**config.mk**
```make
export PLATFORM = sky130hd
export DESIGN_NAME = mips_mc_control
export DESIGN_NICKNAME = d
export VERILOG_FILES = /design/src/rtl/mips_pkg.sv /design/src/rtl/mips_alu_dec.sv /design/src/rtl/mips_mc_control.sv
export SDC_FILE = /design/constraint.sdc
export NUM_CORES = 1
export LEC_CHECK = 0
export CAP_MARGIN = 20
export CORE_MARGIN = 2
export CORE_UTILIZATION = 35
export CTS_CLUSTER_SIZE = 40
export DETAILED_ROUTE_END_ITERATION = 12
export GPL_TIMING_DRIVEN = 1
export HOLD_SLACK_MARGIN = 0.05
export PLACE_DENSITY = 0.69
export SLEW_MARGIN = 20
export SYNTH_ARGS = -nofsm -noshare
export SYNTH_HDL_FRONTEND = slang
export SYNTH_SLANG_ARGS = --single-unit
```
**constraint.sdc**
```tcl
create_clock -name clk -period 2 [get_ports clk]
set_clock_uncertainty 0.2 [all_clocks]
set_input_delay 0.2 -clock clk [delete_from_list [all_inputs] [get_ports clk]]
set_output_delay 0.2 -clock clk [all_outputs]
set_load 0.1 [all_outputs]
```
**src/rtl/mips_pkg.sv**
```systemverilog
// Shared encodings for the multicycle MIPS control: opcodes, functs, ALU ops, mux selects, states.
// Also defines the registered control-output bundle.
package mips_pkg;

   localparam logic [5:0] OP_RTYPE = 6'h00;
   localparam logic [5:0] OP_J     = 6'h02;
   localparam logic [5:0] OP_BEQ   = 6'h04;
   localparam logic [5:0] OP_ADDI  = 6'h08;
   localparam logic [5:0] OP_SLTI  = 6'h0A;
   localparam logic [5:0] OP_ANDI  = 6'h0C;
   localparam logic [5:0] OP_ORI   = 6'h0D;
   localparam logic [5:0] OP_LW    = 6'h23;
   localparam logic [5:0] OP_SW    = 6'h2B;

   localparam logic [5:0] FN_ADD = 6'h20;
   localparam logic [5:0] FN_SUB = 6'h22;
   localparam logic [5:0] FN_AND = 6'h24;
   localparam logic [5:0] FN_OR  = 6'h25;
   localparam logic [5:0] FN_SLT = 6'h2A;

   localparam logic [2:0] ALU_ADD = 3'b000;
   localparam logic [2:0] ALU_SUB = 3'b001;
   localparam logic [2:0] ALU_AND = 3'b010;
   localparam logic [2:0] ALU_OR  = 3'b011;
   localparam logic [2:0] ALU_SLT = 3'b100;

   localparam logic [1:0] SRCB_B       = 2'b00;
   localparam logic [1:0] SRCB_FOUR    = 2'b01;
   localparam logic [1:0] SRCB_IMM     = 2'b10;
   localparam logic [1:0] SRCB_IMM_SH2 = 2'b11;

   localparam logic [1:0] PCSRC_ALU    = 2'b00;
   localparam logic [1:0] PCSRC_ALUOUT = 2'b01;
   localparam logic [1:0] PCSRC_JUMP   = 2'b10;

   typedef enum logic [3:0] {
      StFetch  = 4'd0,
      StDecode = 4'd1,
      StMemAdr = 4'd2,
      StMemRd  = 4'd3,
      StMemWb  = 4'd4,
      StMemWr  = 4'd5,
      StRexec  = 4'd6,
      StRwb    = 4'd7,
      StBeq    = 4'd8,
      StIexec  = 4'd9,
      StIwb    = 4'd10,
      StJump   = 4'd11
   } state_t;

   typedef struct packed {
      logic       pc_write;
      logic       i_or_d;
      logic       mem_read;
      logic       mem_write;
      logic       ir_write;
      logic       mem_to_reg;
      logic       reg_dst;
      logic       reg_write;
      logic       alu_src_a;
      logic [1:0] alu_src_b;
      logic [1:0] pc_src;
      logic [2:0] alu_op;
      logic       ext_zero;
   } ctl_t;

endpackage

```
**src/rtl/mips_alu_dec.sv**
```systemverilog
// R-type funct decoder: maps funct to the ALU operation and flags unsupported functs.
// Purely combinational; the control FSM uses it directly while in REXEC.
module mips_alu_dec
   import mips_pkg::*;
(
   input  logic [5:0] funct,
   output logic [2:0] alu_op,
   output logic       valid
);

   always_comb begin
      alu_op = ALU_ADD;
      valid  = 1'b1;
      case (funct)
         FN_ADD:  alu_op = ALU_ADD;
         FN_SUB:  alu_op = ALU_SUB;
         FN_AND:  alu_op = ALU_AND;
         FN_OR:   alu_op = ALU_OR;
         FN_SLT:  alu_op = ALU_SLT;
         default: valid  = 1'b0;
      endcase
   end

endmodule

```
**src/rtl/mips_mc_control.sv**
```systemverilog
// Multicycle MIPS main control FSM with registered Moore outputs.
// Optional MC_CTRL_IMM_LOGIC_EN adds andi/ori/slti to the immediate-execute path.
module mips_mc_control
   import mips_pkg::*;
#(
   parameter int unsigned STATE_W = 4
) (
   input  logic               clk,
   input  logic               rst,
   input  logic [5:0]         opcode,
   input  logic [5:0]         funct,
   input  logic               zero,
   output logic               pc_write,
   output logic               i_or_d,
   output logic               mem_read,
   output logic               mem_write,
   output logic               ir_write,
   output logic               mem_to_reg,
   output logic               reg_dst,
   output logic               reg_write,
   output logic               alu_src_a,
   output logic [1:0]         alu_src_b,
   output logic [1:0]         pc_src,
   output logic [2:0]         alu_op,
   output logic               ext_zero,
   output logic               illegal,
   output logic [STATE_W-1:0] state_o
);

   state_t     state_q, state_d;
   ctl_t       ctl_q;
   logic [2:0] dec_op;
   logic       dec_valid;

   mips_alu_dec u_alu_dec (
      .funct  (funct),
      .alu_op (dec_op),
      .valid  (dec_valid)
   );

   // Outputs for the state being entered; registered so they are a pure function of state_q.
   function automatic ctl_t state_ctl(state_t s, logic [5:0] op);
      ctl_t c;
      c = '0;
      case (s)
         StFetch: begin
            c.mem_read  = 1'b1;
            c.ir_write  = 1'b1;
            c.alu_src_b = SRCB_FOUR;
            c.pc_write  = 1'b1;
         end
         StDecode: c.alu_src_b = SRCB_IMM_SH2;
         StMemAdr: begin
            c.alu_src_a = 1'b1;
            c.alu_src_b = SRCB_IMM;
         end
         StMemRd: begin
            c.mem_read = 1'b1;
            c.i_or_d   = 1'b1;
         end
         StMemWb: begin
            c.reg_write  = 1'b1;
            c.mem_to_reg = 1'b1;
         end
         StMemWr: begin
            c.mem_write = 1'b1;
            c.i_or_d    = 1'b1;
         end
         StRexec: c.alu_src_a = 1'b1;
         StRwb: begin
            c.reg_write = 1'b1;
            c.reg_dst   = 1'b1;
         end
         StBeq: begin
            c.alu_src_a = 1'b1;
            c.alu_op    = ALU_SUB;
            c.pc_src    = PCSRC_ALUOUT;
         end
         StIexec: begin
            c.alu_src_a = 1'b1;
            c.alu_src_b = SRCB_IMM;
`ifdef MC_CTRL_IMM_LOGIC_EN
            case (op)
               OP_ANDI: c.alu_op = ALU_AND;
               OP_ORI:  c.alu_op = ALU_OR;
               OP_SLTI: c.alu_op = ALU_SLT;
               default: c.alu_op = ALU_ADD;
            endcase
            c.ext_zero = (op == OP_ANDI) || (op == OP_ORI);
`else
            c.alu_op = (op == OP_ADDI) ? ALU_ADD : ALU_ADD;
`endif
         end
         StIwb: c.reg_write = 1'b1;
         StJump: begin
            c.pc_src   = PCSRC_JUMP;
            c.pc_write = 1'b1;
         end
         default: c = '0;
      endcase
      return c;
   endfunction

   always_comb begin
      state_d = StFetch;
      case (state_q)
         StFetch:  state_d = StDecode;
         StDecode: begin
            case (opcode)
               OP_LW, OP_SW: state_d = StMemAdr;
               OP_RTYPE:     state_d = StRexec;
               OP_BEQ:       state_d = StBeq;
               OP_ADDI:      state_d = StIexec;
               OP_J:         state_d = StJump;
`ifdef MC_CTRL_IMM_LOGIC_EN
               OP_ANDI, OP_ORI, OP_SLTI: state_d = StIexec;
`endif
               default:      state_d = StFetch;
            endcase
         end
         StMemAdr: state_d = (opcode == OP_SW) ? StMemWr : StMemRd;
         StMemRd:  state_d = StMemWb;
         StRexec:  state_d = dec_valid ? StRwb : StFetch;
         StIexec:  state_d = StIwb;
         default:  state_d = StFetch;
      endcase
   end

   always_ff @(posedge clk) begin
      if (rst) begin
         state_q <= StFetch;
         ctl_q   <= state_ctl(StFetch, opcode);
      end else begin
         state_q <= state_d;
         ctl_q   <= state_ctl(state_d, opcode);
      end
   end

   // DECODE falling back to FETCH means the opcode was not recognised.
   assign illegal = ((state_q == StDecode) && (state_d == StFetch)) ||
                    ((state_q == StRexec) && !dec_valid);

   assign pc_write   = ctl_q.pc_write | ((state_q == StBeq) & zero);
   assign alu_op     = (state_q == StRexec) ? dec_op : ctl_q.alu_op;
   assign i_or_d     = ctl_q.i_or_d;
   assign mem_read   = ctl_q.mem_read;
   assign mem_write  = ctl_q.mem_write;
   assign ir_write   = ctl_q.ir_write;
   assign mem_to_reg = ctl_q.mem_to_reg;
   assign reg_dst    = ctl_q.reg_dst;
   assign reg_write  = ctl_q.reg_write;
   assign alu_src_a  = ctl_q.alu_src_a;
   assign alu_src_b  = ctl_q.alu_src_b;
   assign pc_src     = ctl_q.pc_src;
   assign ext_zero   = ctl_q.ext_zero;
   assign state_o    = STATE_W'(state_q);

endmodule

```
# --- Word-level counts from Yosys, hierarchy flattened ---
# Cells that the tools add are included.
op_classes:
  eq_ne: 27
  n_bitwise: 2
  n_mux: 19
  n_reduce_logical: 15
op_table:
  columns: ["cell", "count"]
  rows:
  - ["6-bit == test, second input constant", 7]
  - ["4-bit == test, second input constant", 6]
  - ["4-bit case mux with 6 select lines", 1]
  - ["4-bit by 3-bit == test with 1-bit output, second input constant", 5]
  - ["4-bit case mux with 5 select lines", 1]
  - ["4-bit by 2-bit == test with 1-bit output, second input constant", 4]
  - ["3-bit case mux with 4 select lines", 1]
  - ["1-bit 2-to-1 mux", 11]
  - ["2-bit OR reduction", 5]
  - ["3-bit 2-to-1 mux", 3]
  - ["4-bit by 1-bit == test with 1-bit output, second input constant", 2]
  - ["4-bit zero test", 2]
  - ["6-bit by 2-bit == test with 1-bit output, second input constant", 1]
  - ["6-bit by 3-bit == test with 1-bit output, second input constant", 1]
  - ["6-bit by 4-bit == test with 1-bit output, second input constant", 1]
  - ["6-bit zero test", 1]
  - ["2-bit case mux with 3 select lines", 1]
  - ["5-bit OR reduction", 1]
  - ["2-bit case mux with 2 select lines", 1]
  - ["4-bit OR reduction", 1]
  - ["3-bit OR reduction", 1]
  - ["1-bit logical AND", 2]
  - ["1-bit AND", 1]
  - ["1-bit zero test", 1]
  - ["other kinds (2)", 2]
word_totals:
  ff_bits: 21

# --- Depth between registers and ports, before layout ---
# Gate-level depths: netlist of run 1.
depth:
  depth_word: 8
  mapped_depth: 7
  ltp_nobuf: 5

# --- Cells and area by module ---
# A second synthesis of run 1 with hierarchy kept.
unflattened:
  cells_unflattened: 104
  hier_area_um2: 1021.0
modules_own_cells:
  columns: ["mod", "n_inst", "cells_each", "area_per_inst_um2"]
  rows:
  - ["mips_mc_control", 1, 94, 937.1]
  - ["mips_alu_dec", 1, 10, 83.8]

# --- Worst setup path before layout of run 1 ---
# No wires, ideal clock.
synth_path:
  kind: "register -> output"
  startpoint: "register state_q[2], in the netlist state_o[2]"
  endpoint: "output alu_op[2]"
  required_ps: 1600
  stages_incl_launch_ff: 5
  t_arrival_ps: 4581
  path_slack_ps: -2981
  path_cell_list: "dfxtp_1 -> buf_6 -> nand4bb_1 -> or2_2 -> nor4_1"
synth_between:
  elab_chain_len: 2
synth_lines:
  columns: ["item", "line", "source"]
  rows:
  - ["from (decl)", "mips_mc_control.sv:30", "state_t state_q, state_d;"]
  - ["from (signal assigned)", "mips_mc_control.sv:131", "state_q <= StFetch;"]
  - ["from (signal assigned)", "mips_mc_control.sv:134", "state_q <= state_d;"]
  - ["4-bit by 3-bit == test with 1-bit output", "mips_mc_control.sv:144", "assign alu_op = (state_q == StRexec) ? dec_op : ctl_q.alu_op;"]
  - ["3-bit 2-to-1 mux", "mips_mc_control.sv:144", null]
  - ["to (decl)", "mips_mc_control.sv:24", "output logic [2:0] alu_op,"]
# Every way passes these cells.

# --- Final worst setup path of run 1 ---
layout_path:
  startpoint: "register state_q[3], in the netlist state_o[3]"
  endpoint: "register ctl_q, in the netlist reg_write"
layout_between:
  elab_chain_len: 5
layout_lines:
  columns: ["item", "line", "source"]
  rows:
  - ["4-bit == test, or another cell as far along", "mips_mc_control.sv:106", "case (state_q)"]
  - ["4-bit case mux with 6 select lines (*)", "mips_mc_control.sv:106", null]
  - ["4-bit by 3-bit == test with 1-bit output / 4-bit == test (equally long branches)", "mips_mc_control.sv:45", "case (s)"]
  - ["3-bit OR reduction (no line) (*)", null, null]
  - ["1-bit 2-to-1 mux (*)", "mips_mc_control.sv:45", null]
  - ["to (signal assigned)", "mips_mc_control.sv:132", "ctl_q <= state_ctl(StFetch, opcode);"]
  - ["to (signal assigned)", "mips_mc_control.sv:135", "ctl_q <= state_ctl(state_d, opcode);"]
  - ["to (decl)", "mips_mc_control.sv:31", "ctl_t ctl_q;"]
# Mark *: on every way between the ends. The rest lies on a longest branch, timed or not.
# A chain may end at the register's enable or synchronous reset.

==> results.txt, run 1 <==
Worst endpoint data arrival time = 2.35 ns
Int Pwr = 569 µW
Hold WC Path Type = reg -> reg
Post-Synthesis Cells = 106
IO Port Bufs = 35
Number of diodes = 0
Initial DRC count = 29
Routed WL = 4020 µm
Final setup viols = 13
Setup slack at placement = -0.622 ns
Residual DRC = 0
RSZ-0062 raised after global routing = yes
Reg clk slew, reported paths = 0.09 ns
Worst VDD drop = 437 µV
H-tree Lvls = 1
CORE AREA = 2690 µm²
Ports = 37
Post-synth ARST share = 0%
Maximum clock rate = 427 MHz
Status = complete, but fails checks
Clock group share of total power = 20.6%
Share of cells above drive strength 1 = 69.7%
Placed insts = 196
Post-Synth Adder-Cell Area = 0%
Number of synthesized register bits = 17
Post-synthesis mux area share = 1.17%
FF+latch area = 355 µm²
Worst setup margin = -0.340 ns
Seq/Total Area, Yosys = 35.4%
Worst-path maximum fanout = 7
Clk sinks = 17
Commonest non-fill, non-tap cell in the layout = buf_4
WP data required = 2.01 ns
Initial core utilization = 35.8%
Wire per inst = 17.8 µm
Total grt overflow = 0
Nets@finish = 211
Pwr dens = 437 nW/µm²
Largest net degree at the start of global routing = 10
Post-route cell area = 2040 µm²
Gr usage total = 24.2%
Max-slew violations = 0
Net Sw Frac = 36.3%
Setup_tns = -2.94 ns
GPL Wtd Cong = 0.806
Drt pass-1 iters = 4
Vias in the first global route = 1251
Synth unique cells = 48
Leakage power = 0.932 nW
Root Driver = clkbuf_4
Filler cell count = 176
Most used DFF post-synth = dfxtp_1
Minimum clock period = 2.34 ns
Hpwl dp = 2220 µm
Syn Area/Cell = 9.08 µm²
Main combinational cell family by area after synthesis = simple AND/OR/NAND/NOR gates
Syn Std Cell Area = 962 µm²
P_sw = 324 µW
Kind of critical path = reg -> reg
Number of synthesized flops with an enable pin = 0
ANT nets after route = 0
Non-Filler Instances = 226
Chip width = 56.4 µm
Via count = 1207
Worst setup EP type = register
Chip height = 56.4 µm
Failing checks = setup timing
Final Cycle Share = 117%
Post-Synth XOR/XNOR Area = 1.82%
Logic gate share of total power = 39.6%
Share of power burned in registers = 39.8%
YS warnings = 0
Max_cap viols = 0
Initial antenna violation count = 0
Routed vias/inst = 5.34
Simple-gate area share of the yosys netlist = 36.2%
P&R area growth vs syn = 112%
CTS buffer count = 3
Clock Latency Late Sink = 0.29 ns
Multi-input logic area = 756 µm²
Most frequent cells in the layout = buf_4 (59), buf_6 (18), dfxtp_1 (13)
DP Area = 1620 µm²
Row cnt = 19
R2r setup slk = -0.34 ns
Max FFs per register = 4
Die ar. = 3180 µm²
Startpoint types = register
Compound-Gate Fraction of Synth Area = 14.6%
Clock buffer depth = 2
Post-synth net total = 121
Final Hold Fails = 0
CTS tree = yes
First-pass GRT wire length = 5880 µm
## final timing paths
check / start / depth (start not counted) / end
setup / recovery: state_o[3] / 10 / reg_write
hold / removal: state_o[2] / 2 / i_or_d
setup reg to reg: state_o[3] / 10 / reg_write
hold reg to reg: state_o[2] / 2 / i_or_d
## kinds of logic after synthesis
group | after synthesis
compound gates | 18
buf+inv | 14
xor+xnor | 2
simple gates | 53
flops | 17
mux | 1
other cells | 1
## through the flow
| stage | hold slack, ns | power (mW) | util (%) |
|---|---|---|---|
| global route | 0.420 | 0.924 | 76.1 |
| CTS | 0.386 | 0.862 | 72.5 |
| finish | 0.407 | 0.893 | 76.1 |
| floorplan | 0.257 | 0.542 | - |
| global placement | 0.290 | 0.654 | 60.4 |
| detailed placement | 0.297 | 0.660 | 60.4 |
## power groups by stage
stage,sequential (mW),combinational [mW],clock (mW)
2_1_floorplan,0.412,0.131,0
3_3_place_gp,0.361,0.293,0
3_5_place_dp,0.362,0.298,0
4_1_cts,0.354,0.332,0.176
5_1_grt,0.356,0.367,0.201
6_report,0.355,0.354,0.184
## area by class of cell
class,count,area share [%]
multi-input cells,75,37.0
clock buffers,4,1.29
well taps,31,1.90
repair buffers,95,41.7
flip-flops and latches,17,17.4
inverters,4,0.734
## timing repair
action                     CTS  global route
buffers inserted            23            10
setup endpoints to repair   17            19
hold buffers                 0             0
pin swaps                   16            11
gates resized for setup     53            23
## critical path: stages, from the launching register on
cell	delay (ns)
dfxtp_4	0.37
buf_6	0.14
nor4b_4	0.31
o21ai_2	0.11
and4b_2	0.29
buf_4	0.14
buf_6	0.11
buf_6	0.12
buf_6	0.11
xnor2_2	0.13
o31ai_2	0.21
## per-layer routing
layer,GRT usage [%],wire (µm),up-vias
li1,-,-,556
met1,25.6,1670,588
met2,44.9,2070,46
met3,3.00,122,17
met4,14.3,155,0
met5,0,0,-
## synthesized netlist by cell type, drive strengths merged, types with 3 or more instances
cell type  number  share of area (%)
buf             9                8.6
dfxtp          17                 35
inv             4                1.6
nand2           6                2.3
nand3           3                1.6
nor2            9                3.5
nor3            7                4.2
nor4            4                3.9
o21ai           5                2.6
Note: power is estimated with default switching activity, not from simulation.
==> run 2: changes to the inputs <==
--- a/config.mk
+++ b/config.mk
@@ -7,12 +7,12 @@
 export LEC_CHECK = 0
 export CAP_MARGIN = 20
 export CORE_MARGIN = 2
-export CORE_UTILIZATION = 35
+export CORE_UTILIZATION = 31
 export CTS_CLUSTER_SIZE = 40
 export DETAILED_ROUTE_END_ITERATION = 12
+export GPL_ROUTABILITY_DRIVEN = 0
 export GPL_TIMING_DRIVEN = 1
 export HOLD_SLACK_MARGIN = 0.05
-export PLACE_DENSITY = 0.69
 export SLEW_MARGIN = 20
 export SYNTH_ARGS = -nofsm -noshare
 export SYNTH_HDL_FRONTEND = slang
==> run 2 against run 1 <==
  * The run still ends with setup timing left
  * Core utilization fell by 9.4 points
  * Sequential share of layout area rose by 0.35 points
  * Via count fell by 8.9%
  * Count of clock-buffer cells in the layout fell by 1
  * Global-route usage fell by 4.9 points
  * Critical path depth fell by 3
  * Final area fell by 2.0%
  * Critical path type is now reg -> out
  * Critical endpoint is now illegal
  * Largest cell class unchanged
  * Highest routed layer unchanged
==> results.txt, run 2 (synthesis results as in run 1) <==
Minimum clock period = 2.34 ns (+0.00339 ns)
Failing checks = setup timing
Via count = 1100 (-8.9%)
Max FFs per register = 4 (unchanged)
Routed vias/inst = 4.98 (-6.8%)
DP Area = 1640 µm² (+0.93%)
RR Endpoint = reg_write
Util after Layout = 66.8% (-9.4 points)
ANT nets after route = 0 (unchanged)
Filler cell count = 224 (+27%)
Worst setup margin = -0.343 ns (-0.00339 ns)
Worst Reg-to-Reg Cells = 10 (unchanged)
Residual DRC = 0 (unchanged)
Row cnt = 20 (+1)
Hold WC Path Type = reg -> reg
H-tree Lvls = 1 (unchanged)
Max_cap viols = 0 (unchanged)
Final Cycle Share = 117% (+0.17 points)
CORE AREA = 3000 µm² (+12%)
Die ar. = 3570 µm² (+12%)
P&R area growth vs syn = 108%
Initial core utilization = 32.0% (-3.8 points)
CTS buffer count = 3 (unchanged)
Final setup viols = 15 (+2)
Number of diodes = 0 (unchanged)
Gr usage total = 19.3% (-4.9 points)
Worst endpoint data arrival time = 1.94 ns (-0.41 ns)
Kind of critical path = reg -> out
Post-route cell area = 2000 µm² (-2.0%)
R2r setup slk = -0.27 ns (+0.07 ns)
Chip width = 59.7 µm (+5.8%)
Worst hold slack = 0.426 ns (+0.0192 ns)
Reg clk slew, reported paths = 0.10 ns (about the same)
Total grt overflow = 0 (unchanged)
Final Power = 896 µW (+0.38%)
Commonest non-fill, non-tap cell in the layout = buf_4
Clock buffer depth = 2 (unchanged)
RSZ-0062 raised after global routing = yes
R2R Path Start = state_o[0]
Setup slack at placement = -0.615 ns (+0.00757 ns)
Leakage power = 0.888 nW (-4.7%)
Max-slew violations = 0 (unchanged)
Largest net degree at the start of global routing = 12 (+2)
Worst setup EP type = output pin
Chip height = 59.7 µm (+5.8%)
Initial antenna violation count = 0 (unchanged)
HP Start = state_o[3]
Routed WL = 3160 µm (-21%)
Pwr dens = 447 nW/µm² (+2.4%)
Nets@finish = 204 (-3.3%)
Cts hold-fix bufs = 0 (unchanged)
Initial DRC count = 19 (-34%)
Share of cells above drive strength 1 = 67.0% (-2.7 points)
Placed insts = 198 (+1.0%)
Worst VDD drop = 206 µV (-53%)
Final Hold Fails = 0 (unchanged)
Worst Hold Depth = 2 (unchanged)
Non-Filler Instances = 221 (-2.2%)
WP data required = 1.60 ns (-0.41 ns)
Maximum clock rate = 427 MHz (-0.14%)
Worst-path maximum fanout = 5 (-2)
Status = complete, but fails checks
Hpwl dp = 2230 µm (about the same)
Drt pass-1 iters = 4 (unchanged)
Hold Path End = i_or_d
Startpoint types = register
Setup_tns = -2.67 ns (+0.265 ns)
First-pass GRT wire length = 5110 µm (-13%)
Most frequent cells in the layout = buf_4 (55), dfxtp_1 (13), buf_6 (13)
Vias in the first global route = 1093 (-13%)
CTS tree = yes
Clk sinks = 17 (unchanged)
Clock Latency Late Sink = 0.29 ns (about the same)
Root Driver = clkbuf_4
Wire per inst = 14.3 µm (-20%)
IO Port Bufs = 35 (unchanged)
Ports = 37 (unchanged)
-- run 2: cell count changes in the layout (fill, tap and decap cells not counted), moves of 3 or more --
cell / before / now
buf_4: 59 / 55
dlygate4sd2_1: 6 / 10
buf_6: 18 / 13
clkbuf_2: 3 / 0
-- run 2: final cells by class --
| cell class | count | area, µm² | area share (%) |
|---|---|---|---|
| Sequential cell | 17 | 355 | 17.7 |
| Clock buffer | 3 | 22.5 | 1.12 |
| Clock inverter | 1 | 7.51 | 0.375 |
| Tap cell | 33 | 41.3 | 2.06 |
| Timing Repair Buffer | 88 | 807 | 40.3 |
| Multi-Input combinational cell | 75 | 756 | 37.7 |
| Inverter | 4 | 15.0 | 0.749 |
-- run 2: worst max-delay path by stage --
stage          startpoint         to  slack (ns)  cells past startpoint
2_1_floorplan  state_o[2]  alu_op[2]       -0.62                      4
3_3_place_gp    opcode[4]    illegal       -0.59                      7
3_5_place_dp    opcode[4]    illegal       -0.61                      7
4_1_cts        state_o[0]    illegal       -0.33                      7
5_1_grt        state_o[0]    illegal       -0.41                      7
6_report       state_o[0]    illegal       -0.34                      7
-- run 2: timing repair --
| item | 4_1_cts | 5_1_grt |
|---|---|---|
| setup buffers | 18 | 2 |
| endpoints found under the setup margin | 17 | 17 |
| gates resized for setup | 52 | 5 |
| pin swaps | 22 | 3 |
-- run 2: metal layers --
layer	global-route usage (%)	vias to the layer above	share of wire (%)	routed length, µm
met2	34.3	30	54	1700
met5	0	-	0	0
li1	-	546	-	-
met1	24.3	522	42	1340
met4	3.81	0	0.60	19
met3	3.25	2	3.2	101
-- run 2: critical path, cell delays in order (launching register included) --
cell	delay, ns
dfxtp_4	0.38
buf_6	0.11
or3b_4	0.40
nor4_4	0.17
a211o_1	0.15
nand2b_4	0.15
o32ai_4	0.08
buf_12	0.20
-- run 2: power breakdown --
part           internal [mW]  switching [mW]
logic                  0.147           0.203
registers              0.347         0.00773
clock network         0.0760           0.115
